### src/rtl/imem_loader_pkg.sv
// Shared types and defaults for the instruction-memory loader/arbiter.
// Optional build macro: IMEM_LOADER_CKSUM_EN adds the CKSUM state.
package imem_loader_pkg;

    localparam int unsigned DEFAULT_ADDR_W      = 14;
    localparam int unsigned DEFAULT_TIMEOUT_CYC = 1000000;
    localparam int unsigned WORD_BYTES          = 4;

    typedef enum logic [2:0] {
        StRun,
        StHdr0,
        StHdr1,
        StData,
        StWrite,
        StFlush,
`ifdef IMEM_LOADER_CKSUM_EN
        StErr,
        StCksum
`else
        StErr
`endif
    } state_e;

endpackage

### src/rtl/byte_packer.sv
// Collects WORD_BYTES bytes MSB first into one word; pulses word_valid_o
// in the cycle the final byte of a word is taken.
module byte_packer
    import imem_loader_pkg::*;
(
    input  logic                    clk_i,
    input  logic                    rst_i,
    input  logic                    clear_i,
    input  logic                    byte_valid_i,
    input  logic [7:0]              byte_i,
    output logic [WORD_BYTES*8-1:0] word_o,
    output logic                    word_valid_o
);

    localparam int unsigned     CntW    = $clog2(WORD_BYTES);
    localparam logic [CntW-1:0] LastCnt = CntW'(WORD_BYTES - 1);

    logic [CntW-1:0]         cnt_q;
    logic [WORD_BYTES*8-1:0] word_q;
    logic                    last_byte;

    assign last_byte    = (cnt_q == LastCnt);
    assign word_valid_o = byte_valid_i & ~clear_i & last_byte;
    assign word_o       = word_q;

    // Shift in accepted bytes; the byte counter is held at zero while cleared.
    always_ff @(posedge clk_i) begin
        if (rst_i) begin
            cnt_q  <= '0;
            word_q <= '0;
        end else if (clear_i) begin
            cnt_q <= '0;
        end else if (byte_valid_i) begin
            word_q <= {word_q[WORD_BYTES*8-9:0], byte_i};
            cnt_q  <= last_byte ? '0 : cnt_q + 1'b1;
        end
    end

endmodule

### src/rtl/imem_loader_arb.sv
// Instruction RAM owner: fetch reads it in RUN, a byte-stream loader writes
// it (big-endian words from address 0) and holds the CPU in reset meanwhile.
// Optional build macro: IMEM_LOADER_CKSUM_EN requires a trailing checksum
// byte so that the 8-bit sum of all data bytes plus it is zero.
module imem_loader_arb
    import imem_loader_pkg::*;
#(
    parameter int unsigned ADDR_W      = DEFAULT_ADDR_W,
    parameter int unsigned TIMEOUT_CYC = DEFAULT_TIMEOUT_CYC
) (
    input  logic              clock,
    input  logic              reset,
    input  logic              prog_req,
    input  logic [7:0]        rx_data,
    input  logic              rx_valid,
    output logic              rx_ready,
    input  logic [ADDR_W-1:0] cpu_addr,
    output logic [31:0]       cpu_instr,
    output logic              cpu_rst,
    output logic [ADDR_W-1:0] mem_addr,
    output logic [31:0]       mem_wdata,
    output logic              mem_we,
    input  logic [31:0]       mem_rdata,
    output logic              busy,
    output logic              done,
    output logic              err
);

    localparam int unsigned     TmoW     = (TIMEOUT_CYC > 1) ? $clog2(TIMEOUT_CYC) : 1;
    localparam logic [TmoW-1:0] TmoMax   = TmoW'(TIMEOUT_CYC - 1);
    localparam logic [31:0]     MaxWords = 32'(1) << ADDR_W;

    state_e          state_q;
    logic [ADDR_W:0] index_q;    // one extra bit so N = 2^ADDR_W ends without wrap
    logic [15:0]     count_q;
    logic [TmoW-1:0] tmo_q;
    logic            prog_q;

    logic            waiting;
    logic            accept;
    logic            prog_rise;
    logic            tmo_hit;
    logic [15:0]     hdr_n;
    logic [ADDR_W:0] index_inc;
    logic            last_word;
    logic            word_valid;
    logic [31:0]     packed_word;

`ifdef IMEM_LOADER_CKSUM_EN
    logic [7:0]      sum_q;
    logic [7:0]      cksum_total;
    assign cksum_total = sum_q + rx_data;
`endif

    // States that are waiting on the byte stream (and can time out).
    always_comb begin
        waiting = 1'b0;
        unique case (state_q)
            StHdr0, StHdr1, StData: waiting = 1'b1;
`ifdef IMEM_LOADER_CKSUM_EN
            StCksum:                waiting = 1'b1;
`endif
            default:                waiting = 1'b0;
        endcase
    end

    assign rx_ready  = waiting & ~reset;
    assign accept    = rx_valid & rx_ready;
    assign prog_rise = prog_req & ~prog_q;
    assign tmo_hit   = waiting & ~accept & (tmo_q == TmoMax);
    assign hdr_n     = {count_q[15:8], rx_data};
    assign index_inc = index_q + 1'b1;
    assign last_word = (32'(index_inc) == 32'(count_q));

    byte_packer u_byte_packer (
        .clk_i        (clock),
        .rst_i        (reset),
        .clear_i      (state_q != StData),
        .byte_valid_i (accept && (state_q == StData)),
        .byte_i       (rx_data),
        .word_o       (packed_word),
        .word_valid_o (word_valid)
    );

    // Loader FSM with its word index, header count, idle timer and checksum.
    always_ff @(posedge clock) begin
        // Track prog_req even in reset so a level held across reset is no edge.
        prog_q <= prog_req;
        if (reset) begin
            state_q <= StRun;
            index_q <= '0;
            count_q <= '0;
            tmo_q   <= '0;
`ifdef IMEM_LOADER_CKSUM_EN
            sum_q   <= '0;
`endif
        end else begin
            // Non-waiting states hold the timer at zero, which covers state entry.
            if (!waiting || accept) begin
                tmo_q <= '0;
            end else if (tmo_q != TmoMax) begin
                tmo_q <= tmo_q + 1'b1;
            end

            unique case (state_q)
                StRun, StErr: begin
                    if (prog_rise) begin
                        state_q <= StHdr0;
`ifdef IMEM_LOADER_CKSUM_EN
                        sum_q   <= '0;
`endif
                    end
                end
                StHdr0: begin
                    if (tmo_hit) begin
                        state_q <= StErr;
                    end else if (accept) begin
                        count_q[15:8] <= rx_data;
                        state_q       <= StHdr1;
                    end
                end
                StHdr1: begin
                    if (tmo_hit) begin
                        state_q <= StErr;
                    end else if (accept) begin
                        count_q <= hdr_n;
                        if (hdr_n == 16'd0) begin
                            state_q <= StFlush;
                        end else if (32'(hdr_n) > MaxWords) begin
                            state_q <= StErr;
                        end else begin
                            index_q <= '0;
                            state_q <= StData;
                        end
                    end
                end
                StData: begin
                    if (tmo_hit) begin
                        state_q <= StErr;
                    end else if (word_valid) begin
                        state_q <= StWrite;
                    end
`ifdef IMEM_LOADER_CKSUM_EN
                    if (accept) begin
                        sum_q <= sum_q + rx_data;
                    end
`endif
                end
                StWrite: begin
                    index_q <= index_inc;
                    if (last_word) begin
`ifdef IMEM_LOADER_CKSUM_EN
                        state_q <= StCksum;
`else
                        state_q <= StFlush;
`endif
                    end else begin
                        state_q <= StData;
                    end
                end
                StFlush: begin
                    state_q <= StRun;
                end
`ifdef IMEM_LOADER_CKSUM_EN
                StCksum: begin
                    if (tmo_hit) begin
                        state_q <= StErr;
                    end else if (accept) begin
                        state_q <= (cksum_total == 8'd0) ? StFlush : StErr;
                    end
                end
`endif
                default: begin
                    state_q <= StRun;
                end
            endcase
        end
    end

    // RUN read path is a pure mux; write strobe and done are masked in reset.
    always_comb begin
        busy      = (state_q != StRun);
        cpu_rst   = reset | busy;
        mem_addr  = busy ? index_q[ADDR_W-1:0] : cpu_addr;
        cpu_instr = busy ? 32'h0000_0000 : mem_rdata;
        mem_wdata = packed_word;
        mem_we    = (state_q == StWrite) & ~reset;
        done      = (state_q == StFlush) & ~reset;
        err       = (state_q == StErr);
    end

endmodule

### config.mk
export PLATFORM = sky130hd
export DESIGN_NAME = imem_loader_arb
export DESIGN_NICKNAME = d
export VERILOG_FILES = /design/src/rtl/imem_loader_pkg.sv /design/src/rtl/byte_packer.sv /design/src/rtl/imem_loader_arb.sv
export SDC_FILE = /design/constraint.sdc
export NUM_CORES = 1
export LEC_CHECK = 0
export ABC_AREA = 1
export CORE_ASPECT_RATIO = 1.25
export CORE_MARGIN = 4
export CORE_UTILIZATION = 48
export DETAILED_ROUTE_END_ITERATION = 12
export PLACE_DENSITY = 0.91
export SLEW_MARGIN = 20
export SYNTH_ARGS = -nofsm -noshare
export SYNTH_HDL_FRONTEND = slang
export SYNTH_SLANG_ARGS = --single-unit
### constraint.sdc
create_clock -name clock -period 2.1 [get_ports clock]
set_input_delay 0.315 -clock clock [delete_from_list [all_inputs] [get_ports clock]]
set_output_delay 0.315 -clock clock [all_outputs]
set_load 0.01 [all_outputs]
Word level (Yosys, flattened, before mapping)
Cells that the tools add are included.
{"block": "totals", "register_bits": 89, "in_bits": 58}
{"block": "classes", "add_sub_neg": 3, "n_lt_le_gt_ge": 1, "eq_ne": 19, "muxes": 23, "bitwise": 16, "reduce_logical": 16}
{"operator": "$mux W15", "n": 4}
{"operator": "$mux W32", "n": 1}
{"operator": "$mux W3", "n": 10}
{"operator": "$pmux W15 S2", "n": 1}
{"operator": "$add A20 B1 Y20 const B", "n": 1}
{"operator": "$eq A20 B20 Y1 const B", "n": 1}
{"operator": "$ne A20 B20 Y1 const B", "n": 1}
{"operator": "$eq A15 B16 Y1", "n": 1}
{"operator": "$gt A16 B15 Y1 const B", "n": 1}
{"operator": "$logic_not A16 Y1", "n": 1}
{"operator": "$mux W8", "n": 2}
{"operator": "$pmux W8 S2", "n": 1}
{"operator": "$add A15 B1 Y15 const B", "n": 1}
{"operator": "$pmux W3 S5", "n": 1}
{"operator": "$mux W14", "n": 1}
{"operator": "$ne A2 B2 Y1 const B", "n": 5}
{"operator": "$and A1 B1 Y1", "n": 9}
{"operator": "$eq A3 B3 Y1 const B", "n": 3}
{"operator": "$reduce_and A4 Y1", "n": 2}
{"operator": "$eq A3 B2 Y1 const B", "n": 2}
{"operator": "$ne A3 B2 Y1 const B", "n": 2}
{"operator": "$ne A3 B3 Y1 const B", "n": 2}
{"operator": "$not A1 Y1", "n": 6}
{"operator": "$reduce_or A2 Y1", "n": 3}
{"operator": "other kinds (16)", "n": 16}

Logic depth before layout (Yosys ltp)
Gate-level depths: netlist of run 1.
{"block": "depth", "word_depth": 11, "depth_mapped": 16, "depth_no_buf": 16}

By module
From an unflattened synthesis of run 1, not the netlist that was laid out.
{"block": "hier_totals", "hier_cells": 854, "hier_area_um2": 5245.0}
{"mod": "imem_loader_arb", "instances": 1, "cells_each": 632, "area_per_inst_um2": 3708.6}
{"mod": "byte_packer", "instances": 1, "cells_each": 222, "area_per_inst_um2": 1536.5}

Least setup slack after synthesis of run 1
No wires, ideal clock.
{"block": "synth_timing", "path_type": "register to register", "startpoint": "register index_q[1]", "endpoint": "register state_q[1]", "setup_time_ns": 0.132, "t_arrival_ns": 1.584, "slack_ns": 0.384, "path_stages_with_launch": 15, "n_path_buf": 0, "period_less_slack_ns": 1.716, "path_cell_list": "dfxtp_1 > ha_1 > nand2_4 > nor2_8 > nand4_1 > nand2_1 > nand2_1 > nand2_1 > nand2_1 > nor2_1 > nand3_2 > nand2_1 > nand2_1 > nand2_1 > a21oi_1"}
{"block": "synth_between", "elab_chain_cells": 4}
{"item": "start: declaration", "line": "imem_loader_arb.sv:34", "source": "logic [ADDR_W:0] index_q;"}
{"item": "start signal: assignment", "line": "imem_loader_arb.sv:150", "source": "index_q <= index_inc;"}
{"item": "$add A15 B1 Y15", "line": "imem_loader_arb.sv:72", "source": "assign index_inc = index_q + 1'b1;"}
{"item": "$eq A15 B16 Y1", "line": "imem_loader_arb.sv:73", "source": "assign last_word = (32'(index_inc) == 32'(count_q));"}
{"item": "$mux W3", "line": "imem_loader_arb.sv:151", "source": "if (last_word) begin"}
{"item": "$pmux W3 S5", "line": "imem_loader_arb.sv:105", "source": "unique case (state_q)"}
{"item": "end signal: assignment", "line": "imem_loader_arb.sv:108", "source": "state_q <= StHdr0;"}
{"item": "end signal: assignment", "line": "imem_loader_arb.sv:155", "source": "state_q <= StFlush;"}
{"item": "end signal: assignment", "line": "imem_loader_arb.sv:158", "source": "state_q <= StData;"}
{"item": "end: declaration", "line": "imem_loader_arb.sv:33", "source": "state_e state_q;"}
No other way between the ends.
A chain may end at the register's enable or synchronous reset.

Final worst setup path of run 1
{"block": "layout_timing", "startpoint": "register state_q[2]", "endpoint": "output port rx_ready"}
{"block": "layout_between", "elab_chain_cells": 4}
{"item": "start signal: assignment", "line": "imem_loader_arb.sv:90", "source": "state_q <= StRun;"}
{"item": "start signal: assignment", "line": "imem_loader_arb.sv:108"}
{"item": "start signal: assignment", "line": "imem_loader_arb.sv:116", "source": "state_q <= StErr;"}
{"item": "$eq A3 B1 Y1 or $eq A3 B2 Y1 (tied branches)", "line": "imem_loader_arb.sv:58", "source": "unique case (state_q)"}
{"item": "$reduce_or A3 Y1 *", "line": "imem_loader_arb.sv:58"}
{"item": "$mux W1 *", "line": "imem_loader_arb.sv:58"}
{"item": "$and A1 B1 Y1 *", "line": "imem_loader_arb.sv:67", "source": "assign rx_ready = waiting & ~reset;"}
{"item": "end: declaration", "line": "imem_loader_arb.sv:16", "source": "output logic rx_ready,"}
Mark *: on every way between the ends. The rest lies on a longest branch, timed or not.

==> reports/results.txt, run 1 <==
Synth Flop Type: dfxtp_1
Pre-CTS WS: -0.00889 ns
DIE WIDTH: 98.1 µm
Kind of end point of the critical path: output port
CP startpoint kind: flop
Post-synth EDFFs: 0
Syn Nets: 790
H-Tree Depth: 3
Cell Chain, Critical Path: buf_4 > nor3_2 > clkdlybuf4s50_1
Post-Syn Area: 4870 µm²
Met2 routed WL: 7230 µm
Unrepaired setup endpoints after global routing: true
First-pass DRT Iterations: 5
DP Area: 6530 µm²
TritonCTS clock tree: done
Leak: 3.00 nW
Design Area, Final: 6910 µm²
Crit-path max cell delay: 0.59 ns
Outcome: finished clean
Max Fclk: 498 MHz
Via count: 5242
Slew of the pin with the lowest slew margin: 0.446 ns
Sequential share of the synthesized area: 0.366
P&R area growth vs syn: 42.0%
Ys async rst share: 0
Slew Limit Headroom: 0.700
Hold crit path type: reg -> reg
Clk root buf: clkbuf_16
Initial Utilization: 0.499
Initial DRC count: 365
Tmin final: 2.01 ns
Gr usage total: 0.242
CTS Buf Count: 9
Slowest-stage cell, CP: clkdlybuf4s50_1
CP Class: reg -> out
N_diodes: 0
Final HPWL from detailed placement: 10700 µm
Critical Path RT: 1.78 ns
Number of port buffers: 141
Top-count cell post-synth: nand2_1
Fin. max-slew vios: 0
DIE AREA: 11800 µm²
Grt total ovfl: 0
Clock tree buffer depth: 2
Clock Latency Late Sink: 0.34 ns
Yosys warning count: 0
Metal3 WL: 1270 µm
Cells after Synth: 729
Drt drc: 0
Final antenna-violating net count: 0
Power per Cell Area: 793 nW/µm²
Mean Syn Cell Area: 6.68 µm²
WL per Instance: 14.0 µm
Gpl congestion: 0.846
Hold_buf cts: 0
I/O pin total: 142
Share of layout cells above drive strength 1: 0.116
First-pass GRT wire length: 23600 µm
Initial antenna violation count: 0
Routed vias/inst: 5.14
Crit-path max FO: 4
Top-area cell type share of the netlist area: 0.366
Final Cycle Share: 0.956
Setup violations, final: 0
Top cell type by total area after synthesis: dfxtp_1
MaxCap Viol Count: 0
Largest net degree at the start of global routing: 34
Max layer used: met4
Yosys reg bits: 89
Vias in the first global route: 5008
Clk slew on worst S/H paths: 0.06 ns
Final hold violation count: 0
Total Wirelength: 14200 µm
Largest cells by area after synthesis: dfxtp_1 37%, nand2_1 15%, a21oi_1 6.8%
Die Y-Extent: 121 µm
CORE AREA: 9760 µm²
Final setup margin: 0.0920 ns
Met1 wire length: 5470 µm
Max VDD drop: 0.522 mV
Synth cell count leaders: 198 x nand2_1, 89 x dfxtp_1, 87 x inv_1
Net count, final: 951
CTS sink count: 89
Skew final: 0.00578 ns
Worst Path Arrival: 1.69 ns
# rows: 40
Yosys cell types: 47
-- power by group --
group	switching, mW	internal [mW]
combinational	1.10	0.921
clock	0.649	1.04
sequential	0.0360	1.73
total	1.79	3.69
-- final timing paths --
| kind | start | to | slack (ns) | depth (start not counted) |
|---|---|---|---|---|
| worst max-delay path | state_q[2] | rx_ready | 0.09 | 3 |
| worst min-delay path | tmo_q[0] | tmo_q[0] | 0.45 | 1 |
| worst max register to register | tmo_q[0] | state_q[1] | 0.19 | 12 |
| worst min register to register | tmo_q[0] | tmo_q[0] | 0.45 | 1 |
-- per-layer routing --
layer,vias to the layer above,global-route usage
met3,24,0.0698
li1,2656,-
met4,0,0.0874
met2,204,0.421
met1,2358,0.282
met5,-,0
-- area by class of cell --
type	count	area, µm²
timing repair inverter	1	8.76
sequential	89	1780
clock inverter	5	81.3
tap	126	158
timing repair buffer	173	1660
inverter	98	375
clock buffer	10	229
multi-input combinational	518	2620
fill	813	2850
-- worst max-delay path: cells and delay by family, from the launching register on --
family	cells	cell delay, ns
AND/OR/NAND/NOR	1	0.25
buffers and inverters	2	0.76
flip-flops	1	0.35
-- what timing repair did --
action | CTS | global route
endpoints found under the setup margin | 49 | 11
cloned | 1 | 1
resized for setup | 52 | 17
pin swaps | 1 | 3
setup buffers | 2 | 2
-- cell usage in the layout (no fill, tap or decap), drive strengths merged --
master / n
ha: 3
xnor2: 1
a21o: 1
or2: 3
nand4: 13
o21ai: 47
nor2: 89
a21oi: 68
a221oi: 1
a22oi: 1
nand3b: 2
clkinvlp: 1
a211oi: 1
dlymetal6s2s: 3
nor3b: 3
xor2: 3
clkbuf: 12
clkinv: 3
dfxtp: 89
nor3: 15
dlygate4sd2: 42
xnor3: 2
buf: 32
a31oi: 4
nand3: 47
inv: 98
o21a: 1
nor4: 5
bufinv: 2
nand2: 206
clkdlybuf4s15: 3
clkdlybuf4s50: 91
or3: 1
xor3: 1
-- state kept, by name, indices dropped and copies added, names as in the netlist --
name                  cells
tmo_q                    20
prog_q                    1
state_q                   3
count_q                  16
u_byte_packer.cnt_q       2
index_q                  15
u_byte_packer.word_o     32
-- cells by family after synthesis --
family	share of synthesized area
AND/OR/NAND/NOR	0.369
AO/OA/AOI/OAI	0.135
buffers and inverters	0.100
flip-flops	0.366
XOR/XNOR	0.0213
adder cells (fa/ha/maj)	0.00771
-- metrics by stage --
step / hold WS (ns) / setup TNS [ns] / util / instances / total power [mW]
final: 0.446 / 0 / 0.708 / 1020 / 5.48
after global routing: 0.468 / -0.0252 / 0.708 / 1020 / 5.79
after CTS: 0.447 / -0.167 / 0.700 / 1017 / 5.39
after detailed placement: 0.460 / -0.00889 / 0.669 / 999 / 3.79
after global placement: 0.453 / 0 / 0.669 / 999 / 3.76
after floorplan: 0.343 / 0 / - / 729 / 2.77
Power figures use the tool's default switching activity.
==> run 2: changes to the inputs <==
ABC_AREA = default   (was 1)
CORE_UTILIZATION = 47   (was 48)
PLACE_DENSITY = 0.9   (was 0.91)
==> run 2 against run 1 <==
  * Worst setup slack got worse by 0.077 ns
  * Global-route usage increased by 0.80 points
  * Utilization increased by 1.8 points
  * Maximum frequency decreased by 3.7%
  * Non-clock buffer count increased by 24
  * Clock skew increased by 0.0013 ns
  * Sequential power about the same
  * Clock power about the same
  * Largest power group unchanged
  * Register-to-register slack got worse by 0.18 ns
==> reports/results.txt, run 2 <==
Outcome: finished clean (unchanged)
Register area: 1790 µm² (was 1780 µm²)
Top cell type by total area after synthesis: dfxtp_1 (unchanged)
Sequential share of power: 0.303 (was 0.323)
# rows: 40 (unchanged)
Top-count cell post-synth: dfxtp_1 (was nand2_1)
Commonest non-fill, non-tap cells in the layout: 91 x clkdlybuf4s50_1, 87 x nand2_1, 82 x dfxtp_1, 53 x nor2_1, 51 x a21oi_1 (was 198 x nand2_1, 91 x clkdlybuf4s50_1, 87 x inv_1, 87 x dfxtp_1, 75 x nor2_1)
Routed vias/inst: 5.71 (was 5.14)
Clk slew on worst S/H paths: 0.07 ns (was 0.06 ns)
Post-Syn Area: 4630 µm² (was 4870 µm²)
Slowest-stage cell, CP: dfxtp_2 (was clkdlybuf4s50_1)
First-pass DRT Iterations: 5 (unchanged)
Sw frac: 0.315 (was 0.327)
CP startpoint kind: flop (unchanged)
Synth cell count leaders: 89 x dfxtp_1, 87 x nand2_1, 55 x nor2_1 (was 198 x nand2_1, 89 x dfxtp_1, 87 x inv_1)
Syn Nets: 632 (was 790)
Top-area cell type share of the netlist area: 0.385 (was 0.366)
Clk root buf: clkbuf_16 (unchanged)
Gate power share: 0.408 (was 0.370)
Drt drc: 0 (unchanged)
RR Endpoint: state_q[1] (unchanged)
Cells after Synth: 571 (was 729)
CP Class: reg -> reg (was reg -> out)
Clock Latency Late Sink: 0.35 ns (was 0.34 ns)
R2R Setup Slk: 0.01 ns (was 0.19 ns)
Total power: 5.82 mW (was 5.48 mW)
R2R cell count: 8 (was 12)
Power per Cell Area: 834 nW/µm² (was 793 nW/µm²)
Gr usage total: 0.250 (was 0.242)
Synth Flop Type: dfxtp_1 (unchanged)
Initial antenna violation count: 0 (unchanged)
Share of layout cells above drive strength 1: 0.173 (was 0.116)
Post-synth EDFFs: 0 (unchanged)
Clock tree buffer depth: 2 (unchanged)
Leak: 2.92 nW (was 3.00 nW)
Net Sw Power: 1.83 mW (was 1.79 mW)
Yosys warning count: 0 (unchanged)
Fin. max-slew vios: 0 (unchanged)
FF-to-FF Start: index_q[1] (was tmo_q[0])
Ys async rst share: 0 (unchanged)
TritonCTS clock tree: done (unchanged)
Hold crit path type: in -> reg (was reg -> reg)
Initial Utilization: 0.482 (was 0.499)
Skew final: 0.00711 ns (was 0.00578 ns)
Largest cells by area after synthesis: dfxtp_1 39%, nand2_1 7.1%, a21oi_1 5.5% (was dfxtp_1 37%, nand2_1 15%, a21oi_1 6.8%)
Number of port buffers: 141 (unchanged)
Crit-path max cell delay: 0.34 ns (was 0.59 ns)
Yosys cell types: 61 (was 47)
P&R area growth vs syn: 50.7% (was 42.0%)
Crit-path max FO: 3 (was 4)
Largest net degree at the start of global routing: 51 (was 34)
Slew of the pin with the lowest slew margin: 0.762 ns (was 0.446 ns)
Final HPWL from detailed placement: 10400 µm (was 10700 µm)
Gpl congestion: 0.917 (was 0.846)
Multi-input gate area: 2750 µm² (was 2620 µm²)
Die Y-Extent: 119 µm (was 121 µm)
Worst hold slack: 0.405 ns (was 0.446 ns)
Kind of end point of the critical path: flop (was output port)
WL per Instance: 17.3 µm (was 14.0 µm)
Share of total power in the clock network: 0.289 (was 0.308)
Grt total ovfl: 0 (unchanged)
Cell Chain, Critical Path: ha_4 > and3_4 > and4_4 > buf_4 > xnor2_1 > nor4_2 > nand4_1 > a211o_1 (was buf_4 > nor3_2 > clkdlybuf4s50_1)
Sequential share of the synthesized area: 0.385 (was 0.366)
Vias in the first global route: 4804 (was 5008)
I/O pin total: 142 (unchanged)
Critical Path RT: 2.34 ns (was 1.78 ns)
Crit path capture: state_q[1] (was rx_ready)
N_diodes: 0 (unchanged)
Mean Syn Cell Area: 8.10 µm² (was 6.68 µm²)
FILL cells: 678 (was 813)
Tmin final: 2.09 ns (was 2.01 ns)
Max Fclk: 480 MHz (was 498 MHz)
CORE AREA: 9610 µm² (was 9760 µm²)
Final Cycle Share: 0.993 (was 0.956)
Final hold violation count: 0 (unchanged)
Commonest non-fill, non-tap cell in the layout: clkdlybuf4s50_1 (was nand2_1)
H-Tree Depth: 3 (unchanged)
DIE WIDTH: 96.7 µm (was 98.1 µm)
Yosys reg bits: 89 (unchanged)
Max VDD drop: 0.589 mV (was 0.522 mV)
Pre-CTS WS: -0.282 ns (was -0.00889 ns)
Max reg flops: 32 (unchanged)
Total Wirelength: 15100 µm (was 14200 µm)
Initial DRC count: 389 (was 365)
Net count, final: 802 (was 951)
Setup violations, final: 0 (unchanged)
Critical path launch point: index_q[1] (was state_q[2])
Worst Path Arrival: 2.32 ns (was 1.69 ns)
Slew Limit Headroom: 0.492 (was 0.700)
Via count: 4975 (was 5242)
Int Pwr: 3.99 mW (was 3.69 mW)
CTS Buf Count: 9 (unchanged)
MaxCap Viol Count: 0 (unchanged)
Final antenna-violating net count: 0 (unchanged)
CTS sink count: 89 (unchanged)
Final setup margin: 0.0147 ns (was 0.0920 ns)
First-pass GRT wire length: 23800 µm (was 23600 µm)
DIE AREA: 11500 µm² (was 11800 µm²)
-- run 2: power groups by stage --
stage / Sequential (mW) / Clock, mW / Combinational [mW]
detailed placement: 1.79 / 0 / 2.24
global route: 1.77 / 1.76 / 2.55
global placement: 1.79 / 0 / 2.19
floorplan: 1.79 / 0 / 1.07
CTS: 1.76 / 1.70 / 2.22
finish: 1.76 / 1.68 / 2.37
-- run 2: cell families (layout without fill, tap and decap cells) --
| logic type | count (synthesis) | after routing | synth area share |
|---|---|---|---|
| AND/OR/NAND/NOR | 266 | 266 | 0.292 |
| AO/OA/AOI/OAI | 98 | 98 | 0.125 |
| flip-flops | 89 | 89 | 0.385 |
| buffers and inverters | 46 | 221 | 0.0433 |
| XOR/XNOR | 37 | 37 | 0.0730 |
| multiplexers | 32 | 32 | 0.0733 |
| adder cells (fa/ha/maj) | 3 | 3 | 0.00811 |
-- run 2: stage by stage --
| stage | instances | TNS, ns | instance area (µm²) | utilization |
|---|---|---|---|---|
| finish | 872 | 0 | 6970 | 0.726 |
| global route | 872 | -0.140 | 6970 | 0.726 |
| CTS | 866 | -1.65 | 6770 | 0.704 |
| detailed placement | 848 | -3.54 | 6430 | 0.669 |
| global placement | 848 | -2.02 | 6430 | 0.669 |
| floorplan | 571 | 0 | 4630 | - |
-- run 2: timing repair --
item | 4_1_cts | 5_1_grt
pin swaps | 1 | 8
endpoints found under the setup margin | 49 | 52
resized for setup | 39 | 51
cloned | 1 | 1
hold buffers | 0 | 0
buffers inserted | 1 | 5
-- run 2: layout make-up --
class	count	share of cell area
multi-input combinational	436	0.395
timing repair buffer	197	0.277
sequential	89	0.257
clock buffer	10	0.0343
tap	126	0.0226
clock inverter	6	0.0104
inverter	8	0.00484
-- run 2: metal layers --
| metal | wire (µm) | global-route usage | vias up |
|---|---|---|---|
| li1 | - | - | 2306 |
| met1 | 5630 | 0.277 | 2327 |
| met2 | 7770 | 0.454 | 300 |
| met3 | 1280 | 0.0510 | 42 |
| met4 | 386 | 0.118 | 0 |
| met5 | 0 | 0 | - |
-- run 2: worst min-delay path by stage --
| stage | start | end | slack (ns) | depth (start not counted) |
|---|---|---|---|---|
| after floorplan | prog_req | prog_q | 0.34 | 0 |
| final | reset | state_q[2] | 0.40 | 4 |
| after global placement | u_byte_packer.word_o[24] | u_byte_packer.word_o[24] | 0.44 | 2 |
| after detailed placement | u_byte_packer.word_o[27] | u_byte_packer.word_o[27] | 0.45 | 2 |
| after global routing | reset | state_q[2] | 0.41 | 4 |
| after CTS | reset | state_q[2] | 0.40 | 4 |
-- run 2: worst max-delay path: cells and delay by family, from the launching register on --
family	cells	cell delay, ns
compound gates	1	0.33
buf+inv	1	0.14
xor+xnor	1	0.13
fa+ha+maj	1	0.17
simple gates	4	0.87
flops	1	0.34
==> run 3: changes to the inputs <==
HOLD_SLACK_MARGIN = 0.02   (was default)
==> results of run 3 <==
The final DEF is identical to that of run 2; final timing and power are the same.
